===== config.mk =====
export PLATFORM = sky130hd
export DESIGN_NAME = wb_ebr_port
export DESIGN_NICKNAME = d
export VERILOG_FILES = /design/src/rtl/ebr_ctrl_pkg.sv /design/src/rtl/ebr_byte_merge.sv /design/src/rtl/wb_ebr_port.sv
export SDC_FILE = /design/constraint.sdc
export NUM_CORES = 1
export LEC_CHECK = 0
export CAP_MARGIN = 20
export CORE_MARGIN = 4
export CORE_UTILIZATION = 35
export CTS_CLUSTER_SIZE = 14
export DETAILED_ROUTE_END_ITERATION = 8
export PLACE_DENSITY_LB_ADDON = 0.05
export SYNTH_ARGS = -nofsm -noshare
export SYNTH_HDL_FRONTEND = slang
export SYNTH_SLANG_ARGS = --single-unit

===== constraint.sdc =====
create_clock -name CLK_I -period 2.8 [get_ports CLK_I]
set_input_delay 0.7 -clock CLK_I [delete_from_list [all_inputs] [get_ports CLK_I]]
set_output_delay 0.7 -clock CLK_I [all_outputs]
set_load 0.005 [all_outputs]

===== src/rtl/ebr_ctrl_pkg.sv =====
// Shared types, CTI codes and helpers for the wb_ebr_port Wishbone front end.
package ebr_ctrl_pkg;

    localparam int unsigned LANE_W    = 8;
    localparam int unsigned SEL_MAX_W = 32;

    localparam logic [2:0] CTI_CLASSIC = 3'b000;
    localparam logic [2:0] CTI_INCR    = 3'b010;
    localparam logic [2:0] CTI_END     = 3'b111;

    typedef enum logic [1:0] {
        ST_IDLE  = 2'd0,
        ST_RMW   = 2'd1,
        ST_ACK   = 2'd2,
        ST_BURST = 2'd3
    } state_e;

    // True when every one of the low 'lanes' select bits is set.
    function automatic logic sel_full(input logic [SEL_MAX_W-1:0] sel,
                                      input int unsigned lanes);
        logic full;
        full = 1'b1;
        for (int unsigned i = 0; i < SEL_MAX_W; i++) begin
            if ((i < lanes) && !sel[i]) begin
                full = 1'b0;
            end
        end
        return full;
    endfunction

endpackage


===== src/rtl/ebr_byte_merge.sv =====
// Per-byte-lane merge of new write data over the old RAM word.
module ebr_byte_merge
    import ebr_ctrl_pkg::*;
#(
    parameter int unsigned DATA_WIDTH = 32
) (
    input  logic [DATA_WIDTH/8-1:0] sel,
    input  logic [DATA_WIDTH-1:0]   new_data,
    input  logic [DATA_WIDTH-1:0]   old_data,
    output logic [DATA_WIDTH-1:0]   merged_c
);

    localparam int unsigned LANES = DATA_WIDTH / LANE_W;

    // Selected lanes take the new byte, others keep the RAM byte.
    always_comb begin
        merged_c = old_data;
        for (int unsigned i = 0; i < LANES; i++) begin
            if (sel[i]) begin
                merged_c[i*LANE_W +: LANE_W] = new_data[i*LANE_W +: LANE_W];
            end
        end
    end

endmodule


===== src/rtl/wb_ebr_port.sv =====
// Wishbone B3 slave front end for the dual-address blockram: classic and
// incrementing bursts, with read-modify-write for byte-lane writes.
module wb_ebr_port
    import ebr_ctrl_pkg::*;
#(
    parameter int unsigned DATA_WIDTH = 32,
    parameter int unsigned ADDR_WIDTH = 8
) (
    input  logic                    CLK_I,
    input  logic                    RST_I,
    input  logic [31:0]             EBR_ADR_I,
    input  logic [DATA_WIDTH-1:0]   EBR_DAT_I,
    output logic [DATA_WIDTH-1:0]   EBR_DAT_O,
    input  logic [DATA_WIDTH/8-1:0] EBR_SEL_I,
    input  logic                    EBR_WE_I,
    input  logic                    EBR_STB_I,
    input  logic                    EBR_CYC_I,
    input  logic [2:0]              EBR_CTI_I,
    output logic                    EBR_ACK_O,
    output logic                    EBR_ERR_O,
    output logic                    EBR_RTY_O,
    output logic [ADDR_WIDTH-1:0]   ram_wr_addr,
    output logic [ADDR_WIDTH-1:0]   ram_rd_addr,
    output logic                    ram_we,
    output logic [DATA_WIDTH-1:0]   ram_wr_data,
    input  logic [DATA_WIDTH-1:0]   ram_rd_data
);

    localparam int unsigned SEL_WIDTH = DATA_WIDTH / LANE_W;

    state_e                  state_q, state_d;
    logic [ADDR_WIDTH-1:0]   addr_q, addr_d;
    logic [ADDR_WIDTH-1:0]   burst_addr_q, burst_addr_d;

    logic                    req_c;
    logic                    full_c;
    logic                    partial_wr_c;
    logic [2:0]              cti_c;
    logic [ADDR_WIDTH-1:0]   adr_word_c;
    logic [DATA_WIDTH-1:0]   merged_c;

    logic                    ack_c;
    logic                    we_c;
    logic [ADDR_WIDTH-1:0]   rd_addr_c;
    logic [ADDR_WIDTH-1:0]   wr_addr_c;
    logic [DATA_WIDTH-1:0]   wr_data_c;

    logic                    unused_adr_c;

    assign req_c        = EBR_CYC_I & EBR_STB_I;
    assign full_c       = sel_full(SEL_MAX_W'(EBR_SEL_I), SEL_WIDTH);
    assign partial_wr_c = EBR_WE_I & ~full_c;
    assign adr_word_c   = EBR_ADR_I[ADDR_WIDTH+1:2];
    assign unused_adr_c = ^{EBR_ADR_I[31:ADDR_WIDTH+2], EBR_ADR_I[1:0]};

    // Reserved CTI codes behave as classic cycles.
    assign cti_c = ((EBR_CTI_I == CTI_INCR) || (EBR_CTI_I == CTI_END))
                   ? EBR_CTI_I : CTI_CLASSIC;

    ebr_byte_merge #(
        .DATA_WIDTH (DATA_WIDTH)
    ) u_merge (
        .sel      (EBR_SEL_I),
        .new_data (EBR_DAT_I),
        .old_data (ram_rd_data),
        .merged_c (merged_c)
    );

    // Next-state, address counter and RAM/bus control decode.
    always_comb begin
        state_d      = state_q;
        addr_d       = addr_q;
        burst_addr_d = burst_addr_q;
        ack_c        = 1'b0;
        we_c         = 1'b0;
        rd_addr_c    = adr_word_c;
        wr_addr_c    = adr_word_c;
        wr_data_c    = EBR_DAT_I;

        case (state_q)
            ST_IDLE: begin
                if (req_c) begin
                    addr_d = adr_word_c;
                    if (!EBR_WE_I) begin
                        state_d = ST_ACK;
                    end else if (full_c) begin
                        we_c    = 1'b1;
                        state_d = ST_ACK;
                    end else begin
                        state_d = ST_RMW;
                    end
                end
            end

            ST_RMW: begin
                // Old word is on ram_rd_data now; commit only if the master stayed.
                rd_addr_c = addr_q;
                wr_addr_c = addr_q;
                wr_data_c = merged_c;
                if (req_c) begin
                    we_c    = 1'b1;
                    state_d = ST_ACK;
                end else begin
                    state_d = ST_IDLE;
                end
            end

            ST_ACK: begin
                ack_c     = 1'b1;
                wr_addr_c = addr_q;
                // Look ahead one word so a burst read has data next cycle.
                rd_addr_c = addr_q + ADDR_WIDTH'(1);
                if ((cti_c == CTI_INCR) && req_c && !(EBR_WE_I && !full_c)) begin
                    burst_addr_d = addr_q + ADDR_WIDTH'(1);
                    state_d      = ST_BURST;
                end else begin
                    state_d = ST_IDLE;
                end
            end

            ST_BURST: begin
                wr_addr_c = burst_addr_q;
                rd_addr_c = burst_addr_q + ADDR_WIDTH'(1);
                if (!req_c) begin
                    state_d = ST_IDLE;
                end else if (partial_wr_c) begin
                    // Byte-lane beat: fetch the current word and merge next cycle.
                    rd_addr_c = burst_addr_q;
                    addr_d    = burst_addr_q;
                    state_d   = ST_RMW;
                end else begin
                    ack_c        = 1'b1;
                    we_c         = EBR_WE_I;
                    burst_addr_d = burst_addr_q + ADDR_WIDTH'(1);
                    if (cti_c != CTI_INCR) begin
                        state_d = ST_IDLE;
                    end
                end
            end

            default: begin
                state_d = ST_IDLE;
            end
        endcase
    end

    // State and address registers.
    always_ff @(posedge CLK_I or posedge RST_I) begin
        if (RST_I) begin
            state_q      <= ST_IDLE;
            addr_q       <= '0;
            burst_addr_q <= '0;
        end else begin
            state_q      <= state_d;
            addr_q       <= addr_d;
            burst_addr_q <= burst_addr_d;
        end
    end

    // Reset masks bus and RAM strobes immediately, not at the next edge.
    assign EBR_ACK_O   = ack_c & ~RST_I;
    assign EBR_DAT_O   = (ack_c & ~RST_I) ? ram_rd_data : '0;
    assign EBR_ERR_O   = 1'b0;
    assign EBR_RTY_O   = 1'b0;
    assign ram_we      = we_c & ~RST_I;
    assign ram_rd_addr = RST_I ? '0 : rd_addr_c;
    assign ram_wr_addr = RST_I ? '0 : wr_addr_c;
    assign ram_wr_data = RST_I ? '0 : wr_data_c;

endmodule


# ---- Word level (Yosys, flattened, before mapping)
# Cells that the tools add are included.
dict set report totals {
  input_bits 108
  output_inout_bits 84
  ff_bits 18
}
dict set report classes {
  mux 44
  bitwise 6
  n_eq_ne 12
  n_reduce_logical 13
  addsub 2
}
# cell n
set ops {}
lappend ops {{$mux 8} 13}
lappend ops {{$mux 32} 3}
lappend ops {{$pmux 8 s2} 3}
lappend ops {{$pmux 8 s3} 1}
lappend ops {{$add 8x1->8 const B} 2}
lappend ops {{$mux 2} 8}
lappend ops {{$mux 1} 12}
lappend ops {{$ne 2x2->1 const B} 4}
lappend ops {{$pmux 2 s4} 1}
lappend ops {{$eq 3x2->1 const B} 2}
lappend ops {{$and 1x1->1} 4}
lappend ops {{$eq 2x2->1 const B} 2}
lappend ops {{$ne 4x4->1 const B} 1}
lappend ops {{$reduce_and 4->1} 1}
lappend ops {{$reduce_bool 2->1} 2}
lappend ops {{$eq 3x3->1 const B} 1}
lappend ops {{$logic_and 1x1->1} 3}
lappend ops {{$mux 3} 1}
lappend ops {{$ne 3x2->1 const B} 1}
lappend ops {{$pmux 1 s3} 1}
lappend ops {{$reduce_and 3->1} 1}
lappend ops {{$eq 2x1->1 const B} 1}
lappend ops {{$logic_not 1->1} 2}
lappend ops {{$logic_not 2->1} 1}
lappend ops {{5 further kinds} 6}

# ---- Logic depth before layout (Yosys ltp)
dict set report logic_depth {
  word_depth 11
  depth_mapped 8
  ltp_nobuf 7
}

# ---- Modules after synthesis
# From an unflattened synthesis, not the netlist that was laid out.
dict set report hier_totals {
  cells_unflattened 381
  area_unflattened_um2 3101.7
}
# mod instances seq_area_each_um2 area_each_um2 cells_per_inst
set by_module_without_submodules {}
lappend by_module_without_submodules {wb_ebr_port 1 450.4 2576.2 345}
lappend by_module_without_submodules {ebr_byte_merge 1 0.0 525.5 36}

# ---- Least setup slack after synthesis
# Ideal clock, no wire load.
dict set report synth_path {
  path_type {input-to-output}
  startpoint {in RST_I}
  endpoint {out ram_rd_addr[0]}
  required_time_ps 2100
  cell_stages 4
  arrival_time_ps 1776
  path_buffers 1
  setup_slack_ps 324
  path_cell_list {clkbuf_1 -> inv_1 -> o21ai_0 -> a31oi_1}
}
dict set report synth_via {
  elab_chain_cells 1
}
# item line
set synth_lines {}
lappend synth_lines {{from (decl)} wb_ebr_port.sv:10} ;# input logic RST_I,
lappend synth_lines {{$mux 8} wb_ebr_port.sv:166} ;# assign ram_rd_addr = RST_I ? '0 : rd_addr_c;
lappend synth_lines {{to (decl)} wb_ebr_port.sv:23} ;# output logic [ADDR_WIDTH-1:0] ram_rd_addr,
# No other way between the ends.

# ---- Worst setup path after layout
dict set report layout_path {
  startpoint {in RST_I}
  endpoint {out ram_wr_addr[3]}
}
dict set report layout_via {
  elab_chain_cells 1
}
# item line
set layout_lines {}
lappend layout_lines {{$mux 8} wb_ebr_port.sv:167} ;# assign ram_wr_addr = RST_I ? '0 : wr_addr_c;
lappend layout_lines {{to (decl)} wb_ebr_port.sv:22} ;# output logic [ADDR_WIDTH-1:0] ram_wr_addr,
# No other way between the ends.

==> results.md <==
- Avg Cell Area, Syn: 7.03 µm²
- Detailed-route via count: approximately 3600
- PwrDens: a little over 600 mW/mm²
- Top delay family on crit path: buffers and inverters
- Synth Instances: 359
- Startpoint types: primary input
- DRC viols: 0
- Place WS: -688 ps
- WL/cell: ~18 µm
- Setup slack after layout: 58.4 ps
- Clock transition at the registers of the reported paths: 70 ps
- R2R Path End: burst_addr_q[6]
- Setup Crit Path Kind: primary input to output pin
- Total GRT Usage: 0.257
- Final Hold Slack: 544 ps
- Async set-or-reset flop fraction in the synthesized netlist: 1.00
- ANT nets after route: 0
- CP Capture Type: output pin
- CP arrival: between 2000 and 2500 ps
- Worst rel slew slack: 0.616
- Leakage: 0.00224 µW
- Worst reg2reg path depth: 8
- Slew @ Worst Pin: 576 ps
- Ys Warns: 0
- Largest net degree at the start of global routing: 23
- Sw Pwr: around 1300 µW
- Mapped cell area: around 0.0025 mm²
- First-pass GRT wire length: around 18 mm
- Maximum achievable frequency: between 0.3 and 0.4 GHz
- Initial antenna violation count: 0
- 1st-pass router iterations: 5
- Clock skew: between 3 and 4 ps
- Comb pwr share: 0.748
- RSZ-0062 raised after global routing: true
- Height of the die: around 93 µm
- Sequential share of the synthesized area: 0.179
- Die X: 92.9 µm
- GR Overflow Total: 0
- Routed wire length: approximately 12 mm
- Internal Dissipation: 1610 µW
- Clock Root Buffer: clkbuf_8
- Register share of total power: 0.178
- Clock tree buffer depth: 2
- Hold Buf Count CTS: 0
- RePlAce Congestion: roughly 0.89
- CP Data Required Time: approximately 2100 ps
- Inserted Diodes: 0
- Clk Latency, worst-skew pair: 250 ps
- Placed insts: around 640
- Clock network fraction of total power: 0.074
- Max stage delay on crit path: between 500 and 600 ps
- Die area: between 0.008 and 0.009 mm²
- Crit path capture: ram_wr_addr[3]
- Final hold vios: 0
- Finished Layout Cells: approximately 660
- Final HPWL from detailed placement: 9.26 mm
- Count of pins over their slew limit: 0
- Area after DPL: roughly 0.0046 mm²
- Synth Flop Type: dfrtp_1
- Final layout net count: between 600 and 700
- Worst path slowest cell: clkdlybuf4s50_1
- Setup-failing EPs final: 0
- Min Tclk post-route: roughly 2700 ps
- Sw Share: 0.446
- Post-route design area: 0.00476 mm²
- Vias in the first global route: 3467
- Clock buffer count from CTS: 3
- Reg2reg start: state_q[1]
- FP Rows: 30
- Total clock sinks: 18
- Post-synthesis cell type count: between 50 and 60
- Vias per Instance: between 5 and 6
- Worst Path Max Fanout: 15
- CTS tree: yes
- Final Cycle Share: 0.979
- Maximum vdd drop: between 0.2 and 0.3 mV
- HP Class: flip-flop to flip-flop
- Core Region: 0.00691 mm²
- CP Depth: 7
- Status: finished, final reports clean
- Power Total: roughly 2900 µW
- Initial Utilization: 0.365
- Post-synth EDFFs: 0
- Buffers on Ports: around 170
- Proportion of layout cells with a drive suffix above 1: 0.230
- WP buf/inv: 5
- H-tree Lvls: 1
- Worst setup path start: RST_I
- Cell Chain, Critical Path: dlygate4sd2_1 > inv_2 > buf_12 > buf_4 > o21ai_0 > nor2_1 > clkdlybuf4s50_1
- Max cap viols: 0
- Worst R2R Setup Slack: about 500 ps
- Num ports: 192
- P&R area growth vs syn: 88.8%
- 1st-iter DRT viols: 227
- Register bit total from synthesis: 18
final cells by class:
type                    count  area [µm²]
inverters                   9        33.8
fillers                   616        2140
well taps                  96         120
flip-flops and latches     18         452
clock buffers               4        55.1
multi-input cells         303        2030
repair buffers            226        2070
cells in the mapped netlist, drive strengths merged (2+ instances only):
library cell | n | share of area
nor2 | 60 | 0.089
mux2i | 39 | 0.15
and2 | 35 | 0.087
a21oi | 27 | 0.054
nand2 | 23 | 0.034
o21ai | 21 | 0.042
dfrtp | 18 | 0.18
clkbuf | 17 | 0.025
buf | 13 | 0.026
nand3 | 11 | 0.024
a221oi | 10 | 0.035
inv | 9 | 0.013
a31oi | 7 | 0.017
ha | 6 | 0.030
xnor2 | 6 | 0.021
and3 | 5 | 0.013
nand2b | 5 | 0.012
xor2 | 5 | 0.017
nand4 | 4 | 0.0099
nor3 | 4 | 0.0079
o22ai | 3 | 0.0074
o21a | 2 | 0.0060
o31a | 2 | 0.0069
or3 | 2 | 0.0055
or4 | 2 | 0.0060
layer usage:
layer  GRT usage  part of all wire
met5           0                 0
met4      0.0659             0.022
met3      0.0666             0.084
met2       0.458              0.51
met1       0.305              0.38
tightest hold or removal path: stages (launching register included):
cell and delay [ps]:
dfrtp_1 380, nand2_1 60, nand3_1 70
worst min path at each step:
stage                           end             from  cells past startpoint  slack, ps
global route        burst_addr_q[7]  burst_addr_q[7]                      2        600
CTS                 burst_addr_q[7]  burst_addr_q[7]                      2        550
global placement    burst_addr_q[7]  burst_addr_q[7]                      2        520
detailed placement  burst_addr_q[7]  burst_addr_q[7]                      2        540
finish              burst_addr_q[7]  burst_addr_q[7]                      2        540
floorplan           burst_addr_q[7]  burst_addr_q[7]                      2        480
power by group through the flow:
| stage | Sequential, µW | Clock (µW) | Combinational [µW] |
|---|---|---|---|
| after floorplan | 477 | 0 | 1040 |
| after global placement | 506 | 0 | 2000 |
| after detailed placement | 510 | 0 | 2020 |
| after CTS | 506 | 220 | 2050 |
| after global routing | 538 | 233 | 2340 |
| final | 517 | 213 | 2170 |
layout by cell type (no fill, tap or decap), types with 6 or more instances in the layout:
| master | n |
|---|---|
| buf_4 | 46 |
| nand3_1 | 8 |
| clkdlybuf4s50_1 | 113 |
| nand2_1 | 23 |
| a31oi_1 | 6 |
| o21ai_0 | 16 |
| dfrtp_1 | 17 |
| inv_1 | 6 |
| clkdlybuf4s15_1 | 10 |
| buf_2 | 6 |
| clkbuf_2 | 26 |
| dlygate4sd2_1 | 8 |
| a21oi_1 | 25 |
| mux2i_1 | 39 |
| and2_1 | 33 |
| buf_6 | 8 |
| nor2_1 | 58 |
kinds of logic after synthesis:
group / share of synthesized area
multiplexers: 0.159
adder cells (fa/ha/maj): 0.0298
XOR/XNOR: 0.0382
flip-flops: 0.179
buffers and inverters: 0.0650
other: 0.00149
AO/OA/AOI/OAI: 0.217
AND/OR/NAND/NOR: 0.311
flip-flops by register name, indices dropped and copies added (netlist names):
register and flops:
state_q 2, burst_addr_q 8, addr_q 8
per-stage QoR:
| stage | setup TNS [ps] | util |
|---|---|---|
| final | 0 | 0.689 |
| after global routing | -43.2 | 0.689 |
| after CTS | 0 | 0.692 |
| after detailed placement | -29280 | 0.667 |
| after global placement | -28560 | 0.667 |
| after floorplan | 0 | - |
timing repair:
| item | in CTS | in global routing |
|---|---|---|
| buffers inserted | 4 | 3 |
| pin swaps | 10 | 8 |
| resized for setup | 120 | 55 |
| setup endpoints to repair | 82 | 75 |
| gates cloned | 1 | 1 |
(Power assumes the default switching activity.)
